**config.mk**
```make
export PLATFORM = sky130hd
export DESIGN_NAME = pipeline_hazard_unit
export DESIGN_NICKNAME = d
export VERILOG_FILES = /design/src/rtl/hazard_pkg.sv /design/src/rtl/hazard_src_match.sv /design/src/rtl/pipeline_hazard_unit.sv
export SDC_FILE = /design/constraint.sdc
export NUM_CORES = 1
export LEC_CHECK = 0
export ABC_AREA = 0
export CORE_ASPECT_RATIO = 2
export CORE_MARGIN = 3
export CORE_UTILIZATION = 40
export CTS_CLUSTER_DIAMETER = 60
export CTS_CLUSTER_SIZE = 16
export DETAILED_ROUTE_END_ITERATION = 8
export PLACE_DENSITY = 0.69
export SYNTH_ARGS = -nofsm -noshare
export SYNTH_HDL_FRONTEND = slang
export SYNTH_SLANG_ARGS = --single-unit
```
**constraint.sdc**
```tcl
create_clock -name clk -period 5.4 [get_ports clk]
set_clock_uncertainty 0.1 [all_clocks]
set_input_delay 0.81 -clock clk [delete_from_list [all_inputs] [get_ports clk]]
set_output_delay 0.81 -clock clk [all_outputs]
set_load 0.05 [all_outputs]
```
**src/rtl/hazard_pkg.sv**
```systemverilog
// Shared scoreboard entry type, encodings and the youngest-hit priority
// function used by the pipeline hazard unit.
package hazard_pkg;

  localparam int SB_DEST_W = 8;
  localparam int MAX_DEPTH = 8;
  localparam int FWD_W     = 3;

  localparam logic [SB_DEST_W-1:0] REG_ZERO    = '0;
  localparam logic [FWD_W-1:0]     FWD_REGFILE = '0;

  typedef struct packed {
    logic                 valid;
    logic [SB_DEST_W-1:0] dest;
    logic                 regWrite;
    logic                 memRead;
  } sb_entry_t;

  // Lowest set bit wins: entry 0 is the youngest in-flight instruction.
  function automatic logic [FWD_W-1:0] youngest_hit(input logic [MAX_DEPTH-1:0] hits);
    logic [FWD_W-1:0] idx;
    idx = '0;
    for (int i = MAX_DEPTH - 1; i >= 0; i--) begin
      if (hits[i]) idx = FWD_W'(i);
    end
    return idx;
  endfunction

endpackage

```
**src/rtl/hazard_src_match.sv**
```systemverilog
// Compares one ID source register against every scoreboard entry and reports
// whether it hits, whether the hit is a load in EX, and the youngest hit index.
module hazard_src_match
  import hazard_pkg::*;
#(
  parameter int REG_ADDR_W = 5,
  parameter int DEPTH      = 3
) (
  input  sb_entry_t              entries [DEPTH],
  input  logic [REG_ADDR_W-1:0]  src,
  input  logic                   useSrc,
  output logic                   hit,
  output logic                   loadHit,
  output logic [FWD_W-1:0]       index
);

  logic [MAX_DEPTH-1:0] hitVec;
  logic                 srcLive;

  // Register 0 is hardwired, so it can never carry a dependency.
  assign srcLive = useSrc && (SB_DEST_W'(src) != REG_ZERO);

  for (genvar gi = 0; gi < MAX_DEPTH; gi++) begin : g_hit
    if (gi < DEPTH) begin : g_live
      assign hitVec[gi] = srcLive & entries[gi].valid & entries[gi].regWrite
                        & (entries[gi].dest == SB_DEST_W'(src));
    end else begin : g_pad
      assign hitVec[gi] = 1'b0;
    end
  end

  assign hit     = |hitVec;
  assign loadHit = hitVec[0] & entries[0].memRead;
  assign index   = youngest_hit(hitVec);

endmodule

```
**src/rtl/pipeline_hazard_unit.sv**
```systemverilog
// Scoreboard-based hazard controller: ID stall, redirect flushes, forwarding
// selects and saturating counters. Define HAZARD_FORWARDING_EN to enable forwarding.
module pipeline_hazard_unit
  import hazard_pkg::*;
#(
  parameter int REG_ADDR_W     = 5,
  parameter int DEPTH          = 3,
  parameter int REDIRECT_STAGE = 2,
  parameter int CNT_W          = 16
) (
  input  logic                  clk,
  input  logic                  reset,
  input  logic                  id_valid,
  input  logic [REG_ADDR_W-1:0] id_rs,
  input  logic [REG_ADDR_W-1:0] id_rt,
  input  logic                  id_use_rs,
  input  logic                  id_use_rt,
  input  logic [REG_ADDR_W-1:0] id_dest,
  input  logic                  id_reg_write,
  input  logic                  id_mem_read,
  input  logic                  redirect,
  output logic                  stall,
  output logic                  flush_if_id,
  output logic                  flush_id_ex,
  output logic [FWD_W-1:0]      fwd_sel_a,
  output logic [FWD_W-1:0]      fwd_sel_b,
  output logic [CNT_W-1:0]      stall_cnt,
  output logic [CNT_W-1:0]      flush_cnt
);

  sb_entry_t          sbReg [DEPTH];
  sb_entry_t          issueEntry;
  logic               hitA, hitB, loadHitA, loadHitB;
  logic [FWD_W-1:0]   idxA, idxB;
  logic               rawStall;
  logic [CNT_W-1:0]   stallCntReg, flushCntReg;

  hazard_src_match #(.REG_ADDR_W(REG_ADDR_W), .DEPTH(DEPTH)) uMatchA (
    .entries(sbReg), .src(id_rs), .useSrc(id_use_rs),
    .hit(hitA), .loadHit(loadHitA), .index(idxA)
  );

  hazard_src_match #(.REG_ADDR_W(REG_ADDR_W), .DEPTH(DEPTH)) uMatchB (
    .entries(sbReg), .src(id_rt), .useSrc(id_use_rt),
    .hit(hitB), .loadHit(loadHitB), .index(idxB)
  );

`ifdef HAZARD_FORWARDING_EN
  assign rawStall  = loadHitA | loadHitB;
  assign fwd_sel_a = hitA ? (idxA + FWD_W'(1)) : FWD_REGFILE;
  assign fwd_sel_b = hitB ? (idxB + FWD_W'(1)) : FWD_REGFILE;
`else
  // The WB entry writes through the regfile, so only younger entries stall.
  localparam logic [FWD_W-1:0] LAST_STALL_IDX = FWD_W'(DEPTH - 2);
  logic unusedLoadHits;
  assign unusedLoadHits = loadHitA ^ loadHitB;
  assign rawStall  = (hitA && (idxA <= LAST_STALL_IDX)) || (hitB && (idxB <= LAST_STALL_IDX));
  assign fwd_sel_a = FWD_REGFILE;
  assign fwd_sel_b = FWD_REGFILE;
`endif

  // Redirect beats stall; flushes are held quiet while reset is asserted.
  assign stall       = rawStall & ~redirect;
  assign flush_if_id = redirect & reset;
  assign flush_id_ex = redirect & reset;

  always_comb begin
    issueEntry = '0;
    if (id_valid && !stall && !redirect) begin
      issueEntry.valid    = 1'b1;
      issueEntry.dest     = SB_DEST_W'(id_dest);
      issueEntry.regWrite = id_reg_write;
      issueEntry.memRead  = id_mem_read;
    end
  end

  for (genvar gi = 0; gi < DEPTH; gi++) begin : g_sb
    if (gi == 0) begin : g_head
      always_ff @(posedge clk or negedge reset) begin
        if (!reset) sbReg[gi] <= '0;
        else        sbReg[gi] <= issueEntry;
      end
    end else begin : g_tail
      always_ff @(posedge clk or negedge reset) begin
        if (!reset)                                sbReg[gi] <= '0;
        else if (redirect && gi < REDIRECT_STAGE)  sbReg[gi] <= '0;
        else                                       sbReg[gi] <= sbReg[gi-1];
      end
    end
  end

  always_ff @(posedge clk or negedge reset) begin
    if (!reset) begin
      stallCntReg <= '0;
      flushCntReg <= '0;
    end else begin
      if (stall && (stallCntReg != '1)) stallCntReg <= stallCntReg + CNT_W'(1);
      if (redirect && (flushCntReg != '1)) flushCntReg <= flushCntReg + CNT_W'(1);
    end
  end

  assign stall_cnt = stallCntReg;
  assign flush_cnt = flushCntReg;

endmodule
```
==> results.sh <==
export IMPL_status="finished clean"
export IMPL_post_drt_via_cell_ratio=5.18
export IMPL_final_common_cell="clkdlybuf4s50_1"
export IMPL_async_reset_ff_share_pct=100
export IMPL_crit_required_ps=4490
export IMPL_synth_flop_cell="dfrtp_1"
export IMPL_wl_met2_mm=2.62
export IMPL_place_ws_ps=1320
export IMPL_first_pass_iters=4
export IMPL_clk_insertion_delay_late_ps=290
export IMPL_place_gp_congestion=0.843
export IMPL_seqCellArea_sq_um=1150
export IMPL_top_layer="met4"
export IMPL_critPathLaunch="id_rs[3]"
export IMPL_final_period_utilization_pct=75.5
export IMPL_vias=1724
export IMPL_synth_edf_count=0
export IMPL_grt_overflow=0
export IMPL_p_total_w=0.000872
export IMPL_regToRegStartpoint="sbReg[26]"
export IMPL_totalWireLength_mm=4.86
export IMPL_clk_pin_slew_ps=80
export IMPL_synthCells=214
export IMPL_layout_common_cells="55 x clkdlybuf4s50_1, 46 x dfrtp_1, 33 x xor2_1, 18 x nand2_1, 14 x xnor2_1"
export IMPL_synthesis_area_sq_um=2280
export IMPL_gr_usage_all_layers_pct=16.0
export IMPL_clockBufferDepth=2
export IMPL_setup_viol=0
export IMPL_synth_distinct_cells=32
export IMPL_yosys_warnings=0
export IMPL_setup_worst_path_start_class="input port"
export IMPL_wl_per_cell_um=14.6
export IMPL_num_rows=38
export IMPL_synth_seq_cells=46
export IMPL_post_route_drc_count=0
export IMPL_core_sq_um=5470
export IMPL_drv_cap=0
export IMPL_grt_setup_unrepaired="no"
export IMPL_crit_path_end="stall"
export IMPL_r2r_slack_ps=3130
export IMPL_synth_seq_area_share_pct=50.4
export IMPL_drv_slew=0
export IMPL_cts_tree="done"
export IMPL_cts_setup_buffers=0
export IMPL_multi_input_area_sq_um=1060
export IMPL_cts_num_sinks=46
export IMPL_avgSynthCellArea_sq_um=10.7
export IMPL_power_leakage_nw=1.36
export IMPL_max_freq_ghz=0.245
export IMPL_grt_pass1_wl_mm=8.20
export IMPL_dieArea_sq_um=6710
export IMPL_slew_headroom_pct=62.3
export IMPL_hold_viol=0
export IMPL_final_setup_worst_slack_ps=1320
export IMPL_layout_drive_gt1_share_pct=5.49
export IMPL_dp_hpwl_mm=3.74
export IMPL_grt_pass1_vias=1822
export IMPL_m1WireLength_mm=1.82
export IMPL_fin_crit_ps=4080
export IMPL_synthTopCellsByArea="dfrtp_1 50%, xor2_1 13%, xnor2_1 5.4%"
export IMPL_rr_worst_depth=6
export IMPL_n_fill_cell=504
export IMPL_final_nets=297
export IMPL_worst_hold_slack_ps=397
export IMPL_grt_max_degree=47
export IMPL_initial_core_util_pct=41.8
export IMPL_dr_wl_met3_um=226
export IMPL_hp_class="flop to flop"
export IMPL_cp_arrival_ps=3170
export IMPL_cts_buffers=5
export IMPL_crit_type="input port to output port"
export IMPL_tightestPinTransition_ps=566
export IMPL_cp_end_kind="output port"
export IMPL_cts_root_buf="clkbuf_8"
export IMPL_areaGrowthSynthToFinish_pct=29.9
export IMPL_r2r_end="stall_cnt[14]"
export IMPL_fin_setup_tns_ps=0
export IMPL_crit_fanout=4
export IMPL_io_pins=64
export IMPL_cts_resized=0
export IMPL_h_tree_depth=2
export IMPL_die_w_um=59.4
export IMPL_ctsHoldBuffers=0
export IMPL_p_per_area_nw_per_um2=294
export IMPL_peakVddDrop_mv=0.277
export IMPL_die_h_um=113
export IMPL_antenna_left=0
export IMPL_num_antenna_cells=0
export IMPL_synth_area_leader_cell="dfrtp_1"
export IMPL_portBuffers=56
export IMPL_synth_top_area_share_pct=50.4
export IMPL_initialDrtViolationCount=25
export IMPL_antenna_found_initial=0
-- report_power, final --
group	leakage (nW)	internal (W)	total, W	switching [W]
sequential	0.620	0.000371	0.000402	0.0000309
clock	0.0524	0.000138	0.000245	0.000107
combinational	0.684	0.0000832	0.000225	0.000142
-- metal layers --
metal | global-route usage, % | vias up
li1 | - | 828
met2 | 26.9 | 48
met4 | 8.62 | 0
met5 | 0 | -
met1 | 17.8 | 835
met3 | 3.88 | 13
-- cell usage after synthesis (2+ instances only) --
cell type and n:
dfrtp_1 46, xor2_1 33, nand2_1 18, xnor2_1 14, nand3_1 12, nor2_1 12, nor4_1 10, buf_4 8
and2_1 7, nand4_1 7, nor2b_1 7, nor3_1 6, and3_1 5, inv_1 4, mux2_2 3, a22oi_1 2
ha_1 2, nand3b_1 2, o21ai_0 2, or4_1 2
-- worst min-delay path by stage --
stage / endpoint / from / slack [ps] / cells past startpoint
floorplan: sbReg[12] / sbReg[23] / 360 / 1
global placement: sbReg[12] / sbReg[23] / 380 / 1
detailed placement: flush_cnt[8] / flush_cnt[8] / 390 / 1
CTS: flush_cnt[8] / flush_cnt[8] / 400 / 1
global route: flush_cnt[8] / flush_cnt[8] / 420 / 1
finish: flush_cnt[8] / flush_cnt[8] / 400 / 1
-- cell type report --
class,count,area share (%)
multi-input cells,158,35.6
clock inverters,1,1.01
flip-flops and latches,46,38.8
well taps,60,2.53
clock buffers,7,2.57
inverters,4,0.506
repair buffers,57,19.0
-- flip-flops by register name, indices dropped and copies added, names as in the netlist --
register,flops
sbReg,14
stall_cnt,16
flush_cnt,16
-- per-stage QoR --
step	utilization (%)	std cells	instance area, sq um
final	54.3	333	2970
after floorplan	-	219	2300
after global placement	52.3	325	2860
after detailed placement	52.3	325	2860
after global routing	54.3	333	2970
after CTS	54.3	333	2970
-- kinds of logic (layout without fill, tap and decap cells) --
kind of cell,Yosys count,in the layout,share of synthesized area (%)
AND/OR/NAND/NOR,91,91,21.4
XOR/XNOR,47,47,18.0
flip-flops,46,46,50.4
buffers and inverters,15,69,4.16
AO/OA/AOI/OAI,8,8,2.63
multiplexers,4,4,2.14
adder cells (fa/ha/maj),2,2,1.10
other,1,6,0.164
-- worst max-delay path, cell delays in order --
cell and delay [ps]:
clkdlybuf4s50_1 470, xor2_1 180, nor4_1 310, a22oi_1 190, o22a_1 280, nor2_1 110
clkdlybuf4s50_1 820
(Power assumes the default switching activity.)
